===== config.mk =====
export PLATFORM = sky130hd
export DESIGN_NAME = sid_i2s_tx_flat
export DESIGN_NICKNAME = d
export VERILOG_FILES = /design/src/rtl/sid_i2s_tx_if.sv /design/src/rtl/sid_i2s_tx.sv /design/src/flat_wrapper.sv
export SDC_FILE = /design/constraint.sdc
export NUM_CORES = 1
export LEC_CHECK = 0
export CAP_MARGIN = 40
export CORE_UTILIZATION = 56
export CTS_BUF_LIST = sky130_fd_sc_hd__clkbuf_8
export DETAILED_ROUTE_END_ITERATION = 10
export PLACE_DENSITY = 0.88
export SLEW_MARGIN = 15
export SYNTH_ARGS = -nofsm -noshare
export SYNTH_HDL_FRONTEND = slang
export SYNTH_SLANG_ARGS = --single-unit

===== constraint.sdc =====
create_clock -name CLK -period 3 [get_ports CLK]
set_input_delay 0.75 -clock CLK [delete_from_list [all_inputs] [get_ports CLK]]
set_output_delay 0.75 -clock CLK [all_outputs]
set_load 0.02 [all_outputs]

===== src/rtl/sid_i2s_tx_if.sv =====
// rtl/sid_i2s_tx_if.sv - mono sample stream from the SID mixer into the I2S serializer
interface sid_i2s_tx_if;
    logic [15:0] SAMPLE;
    logic        SAMPLE_VALID;

    modport master (output SAMPLE, output SAMPLE_VALID);
    modport slave  (input  SAMPLE, input  SAMPLE_VALID);
endinterface


===== src/rtl/sid_i2s_tx.sv =====
// rtl/sid_i2s_tx.sv - I2S stereo serializer duplicating the mono SID sample into both slots
module sid_i2s_tx #(
    parameter int BCLK_DIV = 8
) (
    input  logic          CLK,
    input  logic          RSTn,
    sid_i2s_tx_if.slave   smp,
    input  logic          CLR_FLAGS,
    output logic          BCLK,
    output logic          LRCLK,
    output logic          SDATA,
    output logic          FRAME_STB,
    output logic          OVERRUN,
    output logic          UNDERRUN
);
    localparam int DW = $clog2(BCLK_DIV);
    localparam logic [DW-1:0] DIV_LAST = DW'(BCLK_DIV - 1);
    localparam logic [DW-1:0] DIV_ONE  = DW'(1);

    logic [DW-1:0] div_cnt;
    logic [4:0]    slot;
    logic [15:0]   hold;
    logic [31:0]   frame;
    logic          fresh;

    logic          div_tc;
    logic          fall;
    logic          load;
    logic          capture;
    logic [4:0]    slot_nxt;

    always_comb begin
        div_tc   = (div_cnt == DIV_LAST);
        fall     = div_tc & BCLK;
        load     = fall & (slot == 5'd31);
        capture  = smp.SAMPLE_VALID;
        slot_nxt = slot + 5'd1;
    end

    always_ff @(posedge CLK or negedge RSTn) begin
        if (!RSTn) begin
            div_cnt   <= '0;
            slot      <= 5'd31;
            hold      <= '0;
            frame     <= '0;
            fresh     <= 1'b0;
            BCLK      <= 1'b0;
            LRCLK     <= 1'b0;
            SDATA     <= 1'b0;
            FRAME_STB <= 1'b0;
            OVERRUN   <= 1'b0;
            UNDERRUN  <= 1'b0;
        end else begin
            FRAME_STB <= load;

            if (div_tc) begin
                div_cnt <= '0;
                BCLK    <= ~BCLK;
            end else begin
                div_cnt <= div_cnt + DIV_ONE;
            end

            // Outputs change only on BCLK falls so the codec samples them on the rise
            if (fall) begin
                slot  <= slot_nxt;
                LRCLK <= (slot_nxt >= 5'd15) && (slot_nxt <= 5'd30);
                if (load) begin
                    frame <= {hold, hold};
                    SDATA <= hold[15];
                end else begin
                    SDATA <= frame[5'd31 - slot_nxt];
                end
            end

            // A capture on the load cycle feeds the next frame, so it stays fresh
            if (capture) begin
                hold  <= smp.SAMPLE;
                fresh <= 1'b1;
            end else if (load) begin
                fresh <= 1'b0;
            end

            OVERRUN  <= (capture & fresh & ~load) | (OVERRUN & ~CLR_FLAGS);
            UNDERRUN <= (load & ~fresh) | (UNDERRUN & ~CLR_FLAGS);
        end
    end
endmodule


===== src/flat_wrapper.sv =====
// flat-port wrapper written by rule: the top's interface ports become plain ports
module sid_i2s_tx_flat 
#(
    parameter int BCLK_DIV = 8
)
  (CLK, RSTn, CLR_FLAGS, BCLK, LRCLK, SDATA, FRAME_STB, OVERRUN, UNDERRUN, smp_SAMPLE, smp_SAMPLE_VALID);
  sid_i2s_tx_if smp_i ();
  input  logic CLK;
  input  logic RSTn;
  input  logic CLR_FLAGS;
  output logic BCLK;
  output logic LRCLK;
  output logic SDATA;
  output logic FRAME_STB;
  output logic OVERRUN;
  output logic UNDERRUN;
  input wire logic [$bits(smp_i.SAMPLE)-1:0] smp_SAMPLE;
  input wire logic [$bits(smp_i.SAMPLE_VALID)-1:0] smp_SAMPLE_VALID;
  assign smp_i.SAMPLE = smp_SAMPLE;
  assign smp_i.SAMPLE_VALID = smp_SAMPLE_VALID;
  sid_i2s_tx #(.BCLK_DIV(BCLK_DIV)) u_core (.CLK(CLK), .RSTn(RSTn), .smp(smp_i), .CLR_FLAGS(CLR_FLAGS), .BCLK(BCLK), .LRCLK(LRCLK), .SDATA(SDATA), .FRAME_STB(FRAME_STB), .OVERRUN(OVERRUN), .UNDERRUN(UNDERRUN));
endmodule

# Word-level counts from Yosys, hierarchy flattened
# Cells that the tools add are included.
[word_totals] word_cells=41 out_inout_bits=6 reg_bits=63 inputBits=20
[op_classes] eq_ne=2 n_reduce_logical=3 n_addsub=3 mux=6 magnitude_cmp=3 bitwise=13
[op_table] operator="$and 1x1->1" count=7
[op_table] operator="$lt 5x6->1 const B" count=1
[op_table] operator="$add 5x1->5 const B" count=1
[op_table] operator="$bmux 1 s5" count=1
[op_table] operator="$eq 5x5->1 const B" count=1
[op_table] operator="$ge 5x4->1 const B" count=1
[op_table] operator="$le 5x5->1 const B" count=1
[op_table] operator="$sub 5x5->5 const A" count=1
[op_table] operator="$mux 1" count=4
[op_table] operator="$not 1->1" count=4
[op_table] operator="$add 3x1->3 const B" count=1
[op_table] operator="$eq 3x3->1 const B" count=1
[op_table] operator="$mux 3" count=1
[op_table] operator="$or 1x1->1" count=2
[op_table] operator="$reduce_and 2->1" count=1
[op_table] operator="$reduce_bool 2->1" count=1
[op_table] operator="$logic_and 1x1->1" count=1

# Logic depth before layout (Yosys ltp)
# Gate-level depths: netlist (run 1).
[logic_depth] ltp_word=6 depth_mapped=8 mapped_depth_nobuf=7

# Least setup slack after synthesis (run 1)
# No wires, ideal clock.
[synth_timing] kind="flip-flop to flip-flop" from="reg u_core.slot[0]" to="reg u_core.SDATA" n_path_buf=2 period_less_slack_ns=2.160 stages_incl_launch_ff=9 t_arrival_ns=2.038 setup_slack_ns=0.840 cell_sequence="dfstp_2 > buf_6 > inv_1 > ha_1 > buf_1 > and3_4 > or4b_4 > o22ai_1 > nor3_1"
[synth_between] elab_chain_cells=5 word_cells_on_any_way=7
[synth_rtl] item="start: declaration" line_no="sid_i2s_tx.sv:21" text="logic [4:0] slot;"
[synth_rtl] item="start signal: assignment" line_no="sid_i2s_tx.sv:65" text="slot <= slot_nxt;"
[synth_rtl] item="$add 5x1->5" line_no="sid_i2s_tx.sv:37" text="slot_nxt = slot + 5'd1;"
[synth_rtl] item="named net u_core.slot_nxt[0]" line_no="sid_i2s_tx.sv:30" text="logic [4:0] slot_nxt;"
[synth_rtl] item="$sub 5x5->5" line_no="sid_i2s_tx.sv:71" text="SDATA <= frame[5'd31 - slot_nxt];"
[synth_rtl] item="$bmux 1 s5" line_no="sid_i2s_tx.sv:71"
[synth_rtl] item="$mux 1 (not written as such)" line_no="sid_i2s_tx.sv:71"
[synth_rtl] item="$mux 1" line_no="sid_i2s_tx.sv:67" text="if (load) begin"
[synth_rtl] item="end signal: assignment" line_no="sid_i2s_tx.sv:69" text="SDATA <= hold[15];"
[synth_rtl] item="end signal: assignment" line_no="sid_i2s_tx.sv:71"
[synth_rtl] item="end: declaration" line_no="sid_i2s_tx.sv:11" text="output logic SDATA,"
# The timed path passes the listed nets, and every way through them passes these cells. The select of a mux whose other input is x is not followed.
# A chain may end at the register's enable or synchronous reset.

# Worst setup path after layout (run 1)
# Same ends and word-level chain as after synthesis.

==> qor.txt, run 1 <==
Setup Skew -> 8.21 ps
Final Net Count -> 192
maxcap violations -> 0
Core Footprint -> 0.00339 mm^2
Avg Inst Size Synth -> 14.3 um^2
fin crit period -> 2240 ps
RR Startpoint -> u_core.slot[0]
fmax -> 447 MHz
RSZ-0062 raised after global routing -> false
Pwr per Cell Area -> 477 mW/mm^2
FF+latch count, synth -> 47
Cell Rows -> 21
vias -> 1152
Period Utilization, post-route -> 0.746
xor and xnor area share after synthesis -> 0.0306
Die H -> 61.8 um
I/O pin cnt -> 26
status -> completed
Longest Clk Path Bufs -> 2
worst-margin pin slew -> 800 ps
# setup viols final -> 0
worst-path maximum fanout -> 11
sw power -> 0.000236 W
crit path from -> u_core.slot[0]
share of flip-flops with an asynchronous set or reset -> 1.00
maximum VDD drop -> 397 uV
switch share -> 0.207
clock root buffer -> clkbuf_8
CTS tree -> yes
routed len/inst -> 14.7 um
CTS-repair resized insts -> 0
total nets after synthesis -> 165
WS Path Type -> reg2reg
EDFF count, synth -> 0
Final Hold Vio Count -> 0
Initial Utilization -> 0.590
antenna cell count -> 0
CTS buffer count -> 5
internal power -> 0.000907 W
placer congestion estimate -> 0.832
filler cell count -> 233
CP startpoint kind -> flop
Port Buf Inserts -> 25
first-pass GRT wire length -> 4950 um
number of routed nets with antenna violations -> 0
GRT overflow -> 0
main combinational cell family by area after synthesis -> multiplexers
Die X -> 61.8 um
pins over their slew limit -> 0
Hold-fix buffers, CTS -> 0
postcts setup bufs -> 0
Clk pwr share -> 0.354
Hold WS -> 399 ps
Final Routed Wirelength -> 3150 um
total global routing track utilization -> 0.188
vias per cell -> 5.38
Synth cell types -> 29
Synth Warn # -> 0
Setup crit end kind -> flop
fin area -> 0.00240 mm^2
Fin Setup TNS -> 0 ps
DRC violations left -> 0
Overall Power -> 0.00114 W
fraction of layout cells with a size suffix above 1 -> 0.292
Post-DP Area -> 0.00230 mm^2
combinational share of power -> 0.062
DP Worst Slack -> 709 ps
CP required -> 3190 ps
Compound-Gate Fraction of Synth Area -> 0.0507
die area -> 0.00382 mm^2
register area share after synthesis -> 0.591
Skew-Pair Late Insertion Delay -> 300 ps
hold crit path type -> in2async
post-synthesis adder-cell area fraction -> 0.0313
area grow syn2layout -> 19.8%
simple-gate share of the synthesized area -> 0.0463
setup ws final -> 762 ps
largest net degree at the start of global routing -> 28
Sequential Power Share -> 0.583
Leak -> 1.16 nW
Initial DRT Pass Iterations -> 4
H-Tree Depth -> 2
main flop type after synthesis -> dfrtp_1
clk sinks -> 47
Iter 0 DRT Violations -> 25
mux share of post-synthesis cell area -> 0.224
vias in the first global route -> 1133
Reg clk slew, reported paths -> 80 ps
Mapped Cells -> 140
synthesized area -> 0.00200 mm^2
WP data arrival -> 2430 ps
HPWL after detailed placement -> 2340 um
initial antenna violation count -> 0
Slew HR -> 0.465
## logic make-up after synthesis
kind of cell,count (synthesis)
flops,47
mux,37
compound gates,16
simple gates,16
buf+inv,12
xor+xnor,7
fa+ha+maj,5
## worst max-delay path, stage by stage, from the launching register on
cell     delay [ps]
dfstp_2         690
inv_1            80
ha_1            400
and3_4          180
or4b_4          530
o22ai_1         170
nor3_1           70
## worst paths after layout
check                           depth (start not counted)  slack (ps)                end
worst max-delay path                                    6         760       u_core.SDATA
worst min-delay path                                    1         400       u_core.LRCLK
worst max register to register                          6         760       u_core.SDATA
worst min register to register                          1         440  u_core.div_cnt[0]
max in group asynchronous                               2        2030     u_core.slot[0]
min in group CLK                                        1         440  u_core.div_cnt[0]
## power by group through the flow
stage / clock (W) / sequential (W) / combinational (W)
after floorplan: 0 / 0.000677 / 0.0000273
after global placement: 0 / 0.000678 / 0.0000663
after detailed placement: 0 / 0.000679 / 0.0000725
after CTS: 0.000414 / 0.000667 / 0.0000730
after global routing: 0.000440 / 0.000670 / 0.0000792
final: 0.000405 / 0.000667 / 0.0000714
## cells in the mapped netlist (2+ instances only)
library cell / count / area [um^2]
dfrtp_1: 42 / 1050
mux2_2: 31 / 349
dfstp_2: 5 / 131
ha_1: 5 / 62.6
inv_1: 5 / 18.8
a21oi_1: 4 / 20.0
clkbuf_1: 4 / 15.0
nand2_1: 4 / 15.0
nand3_1: 4 / 20.0
o21ai_0: 4 / 20.0
xnor2_1: 4 / 35.0
xor2_1: 3 / 26.3
a21o_1: 2 / 15.0
a311oi_1: 2 / 17.5
buf_1: 2 / 7.51
mux2i_1: 2 / 20.0
mux4_1: 2 / 52.6
nor2_1: 2 / 7.51
nor3_1: 2 / 10.0
o22ai_1: 2 / 12.5
## area by class of cell
type / count / area, um^2 / share of cell area
sequential: 47 / 1180 / 0.493
multi-input combinational: 81 / 766 / 0.319
clock inverter: 1 / 3.75 / 0.00157
tap: 46 / 57.6 / 0.0240
clock buffer: 7 / 96.3 / 0.0402
inverter: 5 / 18.8 / 0.00783
timing repair buffer: 27 / 273 / 0.114
## cell usage in the layout (no fill, tap or decap), types with 2 or more instances in the layout
master and count:
xor2_1 3, nor2_1 2, dfstp_2 5, mux2_2 31, nand2_1 4, a21oi_1 4
clkbuf_8 7, inv_1 6, o22ai_1 2, mux4_1 2, o21ai_0 4, nand3_1 4
nor3_1 2, ha_1 5, clkdlybuf4s50_1 24, xnor2_1 4, a311oi_1 2, dfrtp_1 42
mux2i_1 2, a21o_1 2
## registers in the layout (all words and copies together), names as in the netlist
signal,flops
u_core.frame,16
u_core.hold,16
u_core.slot,5
u_core.div_cnt,3
u_core.BCLK,1
u_core.FRAME_STB,1
u_core.LRCLK,1
u_core.OVERRUN,1
u_core.SDATA,1
u_core.UNDERRUN,1
u_core.fresh,1
## metal layers
| layer | global-route usage | part of all wire |
|---|---|---|
| met1 | 0.234 | 0.45 |
| met2 | 0.301 | 0.50 |
| met3 | 0.0497 | 0.030 |
| met4 | 0.105 | 0.025 |
| met5 | 0 | 0 |
## metrics by stage
| stage | instances | util |
|---|---|---|
| 2_1_floorplan | 140 | - |
| 3_3_place_gp | 205 | 0.672 |
| 3_5_place_dp | 206 | 0.678 |
| 4_1_cts | 214 | 0.707 |
| 5_1_grt | 214 | 0.707 |
| 6_report | 214 | 0.707 |
No activity file was read; power rests on OpenSTA's default activity.
==> run 2: changes to the inputs <==
Settings changed: CORE_UTILIZATION 56 to 51, PLACE_DENSITY 0.88 to 0.85.
Clock period 3 ns to 1.97 ns, I/O delays scaled along.
==> qor.txt, run 2 (synthesis results as in run 1) <==
Top Layer Used -> met4
I/O pin cnt -> 26 (unchanged)
Setup crit end kind -> flop
Pwr per Cell Area -> 727 mW/mm^2 (+53%)
biggest regs -> u_core.frame: 16 flops, u_core.hold: 16 flops, u_core.slot: 5 flops
vias -> 1226 (+6.4%)
Final Routed Wirelength -> 3500 um (+11%)
Iter 0 DRT Violations -> 69 (+180%)
routed len/inst -> 15.7 um (+6.6%)
commonest non-fill, non-tap cell in the layout -> dfrtp_1
worst-margin pin slew -> 710 ps (-89.6 ps)
# setup viols final -> 1 (+1)
maxcap violations -> 0 (unchanged)
Initial DRT Pass Iterations -> 4 (unchanged)
setup ws final -> -31.9 ps (-794 ps)
Leak -> 1.18 nW (+2.5%)
Skew-Pair Late Insertion Delay -> 300 ps (about the same)
met1 wire length -> 1490 um (+5.8%)
H-Tree Depth -> 2 (unchanged)
worst-path maximum fanout -> 6 (-5)
CP startpoint kind -> flop
largest net degree at the start of global routing -> 34 (+21%)
antenna cell count -> 0 (unchanged)
area grow syn2layout -> 26.5%
WS Path Type -> reg2reg
flop2flop setup slack -> -30 ps (-790 ps)
Hold-fix buffers, CTS -> 0 (unchanged)
fraction of layout cells with a size suffix above 1 -> 0.389 (+0.0969)
Post-DP Area -> 0.00235 mm^2 (+2.4%)
clk sinks -> 47 (unchanged)
Longest Clk Path Bufs -> 2 (unchanged)
placer congestion estimate -> 0.913 (+9.6%)
maximum VDD drop -> 474 uV (+19%)
RSZ-0062 raised after global routing -> true
Slew HR -> 0.527 (+0.0614)
Die X -> 64.6 um (+4.6%)
Reg clk slew, reported paths -> 80 ps (about the same)
first-pass GRT wire length -> 5750 um (+16%)
Final Hold Vio Count -> 0 (unchanged)
filler-free cell count of the finished design -> 223 (+4.2%)
fmax -> 500 MHz (+12%)
Setup Skew -> 5.10 ps (-3.11 ps)
Post-Place Cells -> 215 (+4.4%)
total global routing track utilization -> 0.186 (-0.00183)
Fin Setup TNS -> -31.9 ps (-31.9 ps)
GRT overflow -> 0 (unchanged)
die area -> 0.00418 mm^2 (+9.5%)
clock root buffer -> clkbuf_8
initial antenna violation count -> 0 (unchanged)
vias per cell -> 5.50 (+2.1%)
number of routed nets with antenna violations -> 0 (unchanged)
Port Buf Inserts -> 25 (unchanged)
status -> complete, but fails checks
WL met2 -> 1750 um (+12%)
fin area -> 0.00253 mm^2 (+5.5%)
DP Worst Slack -> -132 ps (-841 ps)
CP required -> 2160 ps (-1030 ps)
CTS tree -> yes
Initial Utilization -> 0.538 (-0.0519)
filler cell count -> 271 (+16%)
CTS buffer count -> 5 (unchanged)
HPWL after detailed placement -> 2480 um (+5.8%)
failing checks -> negative setup slack
hold crit path type -> in2async
Die H -> 64.6 um (+4.6%)
Cell Rows -> 22 (+4.8%)
Final Net Count -> 199 (+3.6%)
vias in the first global route -> 1314 (+16%)
pins over their slew limit -> 0 (unchanged)
DRC violations left -> 0 (unchanged)
commonest non-fill, non-tap cells in the layout -> dfrtp_1, mux2_2, clkdlybuf4s50_1
Core Footprint -> 0.00372 mm^2 (+9.6%)
Hold WS -> 243 ps (-156 ps)
fin crit period -> 2000 ps (-236 ps)
met3 WL -> 152 um (+58%)
WP data arrival -> 2190 ps (-240 ps)
Period Utilization, post-route -> 1.02 (+0.270)
-- run 2: changes by cell type in the layout (fill, tap and decap cells not counted), sizes merged --
cell / change
bufinv: +1
clkinv: +1
inv: -1
clkbuf: -1
buf: +7
-- run 2: report_power, final --
| part | switching [W] | total [W] | internal [W] |
|---|---|---|---|
| combinational | 0.0000420 | 0.000109 | 0.0000666 |
| sequential | 0.0000177 | 0.00102 | 0.000998 |
| clock | 0.000304 | 0.000715 | 0.000410 |
-- run 2: layer usage --
metal / global-route usage / up-vias
met5: 0 / -
met4: 0.111 / 0
met1: 0.215 / 610
met3: 0.0563 / 12
li1: - / 568
met2: 0.305 / 36
-- run 2: critical path: stages, from the launching register on --
cell and delay, ps:
dfstp_2 620, buf_4 160, mux2_2 350, a311oi_2 320
o311ai_2 210, a21oi_2 170, nor3_1 50
-- run 2: through the flow --
stage	power, W	util
after floorplan	0.00107	-
after global placement	0.00114	0.633
after detailed placement	0.00115	0.633
after CTS	0.00186	0.668
after global routing	0.00192	0.681
final	0.00184	0.681
-- run 2: cell type report --
| type | instances | area, um^2 | area share |
|---|---|---|---|
| Tap cell | 48 | 60.1 | 0.0237 |
| Sequential cell | 47 | 1180 | 0.467 |
| Multi-Input combinational cell | 81 | 835 | 0.330 |
| Timing Repair Buffer | 34 | 317 | 0.125 |
| Inverter | 5 | 18.8 | 0.00742 |
| Clock buffer | 6 | 82.6 | 0.0326 |
| Clock inverter | 2 | 35.0 | 0.0138 |
-- run 2: timing repair --
item / in CTS / in global routing
setup buffers: 0 / 0
gates resized for setup: 4 / 8
pin swaps: 0 / 1
endpoints found under the setup margin: 17 / 17
-- run 2: path summary, 6_finish.rpt --
| check | startpoint | end | cells after the start |
|---|---|---|---|
| worst min-delay path | RSTn | u_core.SDATA | 1 |
| worst max register to register | u_core.slot[0] | u_core.SDATA | 6 |
| worst max-delay path | u_core.slot[0] | u_core.SDATA | 6 |
| max in group asynchronous | RSTn | u_core.frame[23] | 2 |
| worst min register to register | u_core.div_cnt[0] | u_core.div_cnt[0] | 1 |
| min in group CLK | u_core.div_cnt[0] | u_core.div_cnt[0] | 1 |
